### config.mk
export PLATFORM = sky130hd
export DESIGN_NAME = alu_rr_scheduler
export DESIGN_NICKNAME = d
export VERILOG_FILES = /design/src/rtl/alu_sched_pkg.sv /design/src/rtl/alu2.sv /design/src/rtl/alu_rr_scheduler_rr_arbiter.sv /design/src/rtl/alu_rr_scheduler.sv
export SDC_FILE = /design/constraint.sdc
export NUM_CORES = 1
export LEC_CHECK = 0
export CORE_ASPECT_RATIO = 1.4
export CORE_MARGIN = 5
export CORE_UTILIZATION = 40
export CTS_BUF_LIST = sky130_fd_sc_hd__clkbuf_4
export CTS_CLUSTER_SIZE = 40
export DETAILED_ROUTE_END_ITERATION = 16
export PLACE_DENSITY_LB_ADDON = 0.3
export SLEW_MARGIN = 10
export SYNTH_ARGS = -nofsm -noshare
export SYNTH_HDL_FRONTEND = slang
export SYNTH_SLANG_ARGS = --single-unit
### constraint.sdc
create_clock -name clk -period 2.5 [get_ports clk]
set_input_delay 0.5 -clock clk [delete_from_list [all_inputs] [get_ports clk]]
set_output_delay 0.5 -clock clk [all_outputs]
set_load 0.03 [all_outputs]
### src/rtl/alu_sched_pkg.sv
// Shared definitions for the round-robin ALU scheduler.
//   - opcode constants for the shared 2-bit ALU
//   - is_legal_op(): true for the five defined opcodes
//   - state_t: scheduler FSM states (ST_IDLE, ST_EXEC, ST_RESP)
package alu_sched_pkg;

    localparam logic [2:0] OP_ADD = 3'b000;
    localparam logic [2:0] OP_SUB = 3'b001;
    localparam logic [2:0] OP_AND = 3'b010;
    localparam logic [2:0] OP_OR  = 3'b011;
    localparam logic [2:0] OP_XOR = 3'b100;

    typedef enum logic [1:0] {
        ST_IDLE = 2'd0,
        ST_EXEC = 2'd1,
        ST_RESP = 2'd2
    } state_t;

    // Opcodes 3'b101..3'b111 are undefined.
    function automatic logic is_legal_op(input logic [2:0] opc);
        return (opc <= OP_XOR);
    endfunction

endpackage

### src/rtl/alu2.sv
// Combinational 2-bit ALU.
// Ports:
//   a, b   in  2  operands
//   opc    in  3  opcode (add/sub/and/or/xor)
//   y      out 2  result; add/sub wrap modulo 4, undefined opcodes give 0
module alu2
    import alu_sched_pkg::*;
(
    input  logic [1:0] a,
    input  logic [1:0] b,
    input  logic [2:0] opc,
    output logic [1:0] y
);

    always_comb begin
        y = 2'b00;
        case (opc)
            OP_ADD:  y = a + b;
            OP_SUB:  y = a - b;
            OP_AND:  y = a & b;
            OP_OR:   y = a | b;
            OP_XOR:  y = a ^ b;
            default: y = 2'b00;
        endcase
    end

endmodule

### src/rtl/alu_rr_scheduler_rr_arbiter.sv
// Purely combinational round-robin arbiter.
// Ports:
//   req      in  NREQ  request vector
//   ptr      in  IDW   highest-priority index for this search
//   gnt_vec  out NREQ  one-hot grant (zero when no request)
//   winner   out IDW   index of the granted requester
//   any_req  out 1     at least one request is set
module rr_arbiter #(
    parameter int NREQ = 4,
    parameter int IDW  = $clog2(NREQ)
) (
    input  logic [NREQ-1:0] req,
    input  logic [IDW-1:0]  ptr,
    output logic [NREQ-1:0] gnt_vec,
    output logic [IDW-1:0]  winner,
    output logic            any_req
);

    // Walk offsets from the farthest to the nearest so that the set request
    // closest to ptr (in wrap order) is the last one written and wins.
    always_comb begin
        logic [IDW:0] cand;
        winner = '0;
        cand   = '0;
        for (int k = NREQ - 1; k >= 0; k--) begin
            cand = {1'b0, ptr} + (IDW+1)'(k);
            if (cand >= (IDW+1)'(NREQ)) begin
                cand = cand - (IDW+1)'(NREQ);
            end
            if (req[cand[IDW-1:0]]) begin
                winner = cand[IDW-1:0];
            end
        end
    end

    assign any_req = |req;

    generate
        for (genvar gi = 0; gi < NREQ; gi++) begin : g_gnt
            assign gnt_vec[gi] = any_req && (winner == IDW'(gi));
        end
    endgenerate

endmodule

### src/rtl/alu_rr_scheduler.sv
// Shares one 2-bit ALU among NREQ requesters with round-robin arbitration.
// Operands are latched at grant, executed in the next cycle, and returned
// on a valid/ready response channel tagged with the requester index.
// Ports:
//   clk, rst_n        clock, synchronous active-low reset
//   req               per-requester level request
//   op1_flat/op2_flat operands, requester i at [2i+1:2i]
//   opc_flat          opcodes, requester i at [3i+2:3i]
//   gnt               one-hot grant pulse (combinational, IDLE only)
//   busy              high outside IDLE
//   resp_valid/ready  response handshake
//   resp_id/result/err response payload
module alu_rr_scheduler
    import alu_sched_pkg::*;
#(
    parameter int NREQ = 4,
    parameter int IDW  = $clog2(NREQ)
) (
    input  logic              clk,
    input  logic              rst_n,
    input  logic [NREQ-1:0]   req,
    input  logic [2*NREQ-1:0] op1_flat,
    input  logic [2*NREQ-1:0] op2_flat,
    input  logic [3*NREQ-1:0] opc_flat,
    output logic [NREQ-1:0]   gnt,
    output logic              busy,
    output logic              resp_valid,
    input  logic              resp_ready,
    output logic [IDW-1:0]    resp_id,
    output logic [1:0]        resp_result,
    output logic              resp_err
);

    state_t         state_reg;
    logic [IDW-1:0] ptr_reg;
    logic [1:0]     op1_reg;
    logic [1:0]     op2_reg;
    logic [2:0]     opc_reg;
    logic [IDW-1:0] id_reg;
    logic           resp_valid_reg;
    logic [IDW-1:0] resp_id_reg;
    logic [1:0]     resp_result_reg;
    logic           resp_err_reg;

    logic [NREQ-1:0] arb_gnt;
    logic [IDW-1:0]  arb_winner;
    logic            arb_any;
    logic [IDW-1:0]  ptr_next;
    logic [1:0]      alu_y;

    logic [1:0] op1_arr [NREQ];
    logic [1:0] op2_arr [NREQ];
    logic [2:0] opc_arr [NREQ];

    generate
        for (genvar gi = 0; gi < NREQ; gi++) begin : g_unpack
            assign op1_arr[gi] = op1_flat[2*gi +: 2];
            assign op2_arr[gi] = op2_flat[2*gi +: 2];
            assign opc_arr[gi] = opc_flat[3*gi +: 3];
        end
    endgenerate

    rr_arbiter #(
        .NREQ (NREQ),
        .IDW  (IDW)
    ) u_arb (
        .req     (req),
        .ptr     (ptr_reg),
        .gnt_vec (arb_gnt),
        .winner  (arb_winner),
        .any_req (arb_any)
    );

    alu2 u_alu (
        .a   (op1_reg),
        .b   (op2_reg),
        .opc (opc_reg),
        .y   (alu_y)
    );

    // Next search starts just past the winner, wrapping at NREQ-1.
    assign ptr_next = (arb_winner == IDW'(NREQ - 1)) ? '0 : arb_winner + 1'b1;

    // Grants only exist in IDLE; EXEC/RESP ignore req entirely.
    assign gnt = (state_reg == ST_IDLE) ? arb_gnt : '0;

    always_ff @(posedge clk) begin
        if (!rst_n) begin
            state_reg       <= ST_IDLE;
            ptr_reg         <= '0;
            op1_reg         <= '0;
            op2_reg         <= '0;
            opc_reg         <= '0;
            id_reg          <= '0;
            resp_valid_reg  <= 1'b0;
            resp_id_reg     <= '0;
            resp_result_reg <= '0;
            resp_err_reg    <= 1'b0;
        end else begin
            case (state_reg)
                ST_IDLE: begin
                    if (arb_any) begin
                        op1_reg   <= op1_arr[arb_winner];
                        op2_reg   <= op2_arr[arb_winner];
                        opc_reg   <= opc_arr[arb_winner];
                        id_reg    <= arb_winner;
                        ptr_reg   <= ptr_next;
                        state_reg <= ST_EXEC;
                    end
                end
                ST_EXEC: begin
                    resp_result_reg <= is_legal_op(opc_reg) ? alu_y : 2'b00;
                    resp_err_reg    <= !is_legal_op(opc_reg);
                    resp_id_reg     <= id_reg;
                    resp_valid_reg  <= 1'b1;
                    state_reg       <= ST_RESP;
                end
                ST_RESP: begin
                    if (resp_ready) begin
                        resp_valid_reg <= 1'b0;
                        state_reg      <= ST_IDLE;
                    end
                end
                default: state_reg <= ST_IDLE;
            endcase
        end
    end

    assign busy        = (state_reg != ST_IDLE);
    assign resp_valid  = resp_valid_reg;
    assign resp_id     = resp_id_reg;
    assign resp_result = resp_result_reg;
    assign resp_err    = resp_err_reg;

endmodule

==> run summary <==
Status = complete, no violations
Ys async rst share = 0%
Ant diodes = 0
Rel. slew slack = 54.8%
# hold bufs at CTS = 0
Post-DP HPWL = 2560 um
Clock root buffer = clkbuf_4
Cell Area, Synth = 1250 um2
Sequence of cells on the critical path = dlygate4sd2_1 > or2b_2 > a21oi_4 > nor3_4 > inv_2 > ha_1 > and2_1 > buf_4
First-pass GRT wire length = 5260 um
Final min period = 2.37 ns
Crit path kind = primary input to output port
Fin crit share = 94.6%
Pwr/cell area = 553 nW/um2
Slowest-stage cell, CP = nor3_4
Sequential-to-total area share from yosys stat = 30.4%
Hold Crit Class = flop to flop
Antenna-violating nets left = 0
Htree depth = 1
LEAKAGE = 0.799 nW
Hold Startpoint = id_reg[0]
Place WS = -0.139 ns
CTS tree = done
# rows = 24
Most common cell in the netlist = dfxtp_1
Via density = 5.12
Fin cells = 243
Synth cell types = 37
Fin. max-slew vios = 0
Critical Path Sink Type = output port
Worst setup margin = 0.135 ns
Worst flop-to-flop path startpoint = ptr_reg[1]
Worst vdd ir = 0.273 mV
Mapped Cells = 145
Yosys warnings = 0
Slowest Stage Delay on Critical Path = 0.29 ns
Port Buffers = 45
R2r worst-path depth = 6
Type of origin of the critical path = primary input
Crit path max-delay family = simple AND/OR/NAND/NOR gates
Max cap viols = 0
Slew @ Worst Pin = 0.676 ns
Net Switching = 0.000367 W
RSZ-0062 raised after global routing = no
Routed len/inst = 12.7 um
Clock Power Share = 15.8%
Initial antenna violation count = 0
Gr usage total = 14.7%
Die W = 57.2 um
Crit path arrival time = 1.87 ns
Clock latency on the worst-skew pair = 0.29 ns
IO Count = 46
Pint = 0.000664 W
Clk slew on worst S/H paths = 0.10 ns
Part of the power in combinational logic = 45.9%
Final Hold Vio Count = 0
Final WL = 3080 um
Clock Skew = 0.00330 ns
Core area = 3060 um2
Gpl congestion = 0.904
Synth cell count leaders = dfxtp_1 (19), mux2i_1 (16), inv_1 (12), nor2_1 (12), nand2_1 (10)
Worst Hold End = id_reg[0]
Placed Cells incl. Taps = 236
Max Root-Sink Buffers = 2
1st-iter DRT viols = 13
Flop and latch count out of synthesis = 19
Sw Share = 35.6%
TritonCTS buffer count = 3
Yosys top cell by area = dfxtp_1
Sequential power share = 38.3%
Fraction of layout cells with a size suffix above 1 = 16.7%
Post-layout nets = 249
Starting density of the core = 40.8%
Setup violators final = 0
Worst EP required = 2.00 ns
Synth area leaders = dfxtp_1 (30%), mux2i_1 (13%), ha_1 (9.0%)
1st-pass router iterations = 4
CP max FO = 5
Vias post-DR = 1,244
WP buf/inv = 3
Die height = 76.1 um
Clk sink count = 19
Synth-to-Final Area Change = 49.0%
Total global routing overflow = 0
Top cell type's share of synthesized area = 30.4%
Max reg flops = 3
Die area = 4360 um2
Hold depth = 2
Post-synth EDFFs = 0
Post-synth net total = 189
Avg Inst Size Synth = 8.62 um2
R2R setup slack = 0.70 ns
Largest net degree at the start of global routing = 13
DRC = 0
Top_reg_cell synth = dfxtp_1
Reg-to-reg endpoint = op2_reg[1]
Vias in the first global route = 1,319
Achievable frequency = 423 MHz
[how the worst max path moves through the flow]
stage / startpoint / endpoint / slack (ns) / depth (start not counted)
after global routing: ptr_reg[1] / gnt[0] / 0.01 / 7
after detailed placement: req[2] / gnt[0] / -0.14 / 8
after floorplan: req[2] / gnt[0] / 0.25 / 7
after CTS: ptr_reg[1] / gnt[0] / 0.06 / 7
after global placement: req[2] / gnt[3] / -0.10 / 7
final: req[2] / gnt[0] / 0.13 / 8
[cells in the final DEF (no fill, tap or decap), types with 2 or more instances in the layout]
master	count
clkdlybuf4s50_1	37
or3_1	2
o31ai_1	2
clkbuf_4	4
nor2_1	11
a21oi_1	7
xnor2_1	2
or2_2	2
and2_1	4
nand2b_1	2
nand4_1	2
o211ai_1	3
o221ai_1	6
a31oi_1	2
mux2i_1	16
ha_1	9
nor2b_1	4
inv_1	10
dlygate4sd2_1	4
nand3_1	7
dfxtp_1	18
inv_2	2
buf_4	17
o21ai_0	2
buf_6	2
a211o_1	2
nand2_1	10
[what timing repair did]
action	in CTS	in global routing
buffers inserted	3	0
pin swaps	4	0
resized for setup	10	1
endpoints found under the hold margin	0	0
setup endpoints to repair	4	3
[worst reg2reg max path, cell delays in order (launching register included)]
cell and delay, ns:
dfxtp_2 0.41, mux2i_1 0.25, nor2_2 0.09, nor3_4 0.27
buf_4 0.29, mux2i_1 0.23, o221ai_1 0.14
[metrics by stage]
step / utilization (%) / total power, W / setup TNS, ns / hold slack (ns) / area, um2
after floorplan: - / 0.000685 / 0 / 0.436 / 1250
after global placement: 58.7 / 0.000842 / -0.344 / 0.448 / 1800
after CTS: 60.8 / 0.00104 / 0 / 0.471 / 1860
final: 60.8 / 0.00103 / 0 / 0.466 / 1860
after global routing: 60.8 / 0.00110 / 0 / 0.501 / 1860
after detailed placement: 58.7 / 0.000857 / -0.489 / 0.458 / 1800
[kinds of logic (layout without fill, tap and decap cells)]
group                      Yosys count  after routing  synth area share [%]
and+or+nand+nor                     51             51                  21.9
AOI/OAI and AO/OA                   30             30                  17.6
DFF                                 19             19                  30.4
buffers and inverters               17             76                  6.11
muxes                               16             16                  12.8
adders and majority gates            9              9                  9.01
xor gates and xnor gates             3              3                  2.10
[area by class of cell]
class | instances | area (um2)
repair buffers | 60 | 556
inverters | 12 | 45.0
well taps | 39 | 48.8
multi-input cells | 109 | 802
clock buffers | 4 | 30.0
fillers | 304 | 1200
flip-flops and latches | 19 | 382
[per-layer routing]
layer | wire length, um | up-vias | global-route usage (%)
met5 | 0 | - | 0
met4 | 72 | 0 | 7.42
met3 | 204 | 8 | 3.22
met2 | 1660 | 46 | 27.1
met1 | 1140 | 557 | 14.9
li1 | - | 633 | -
[power by group through the flow]
stage,Sequential [W],Clock (W),Combinational (W)
after CTS,0.000394,0.000166,0.000475
after global placement,0.000397,0,0.000445
after detailed placement,0.000401,0,0.000457
final,0.000395,0.000162,0.000474
after global routing,0.000402,0.000179,0.000521
after floorplan,0.000403,0,0.000282
Power figures use the tool's default switching activity.
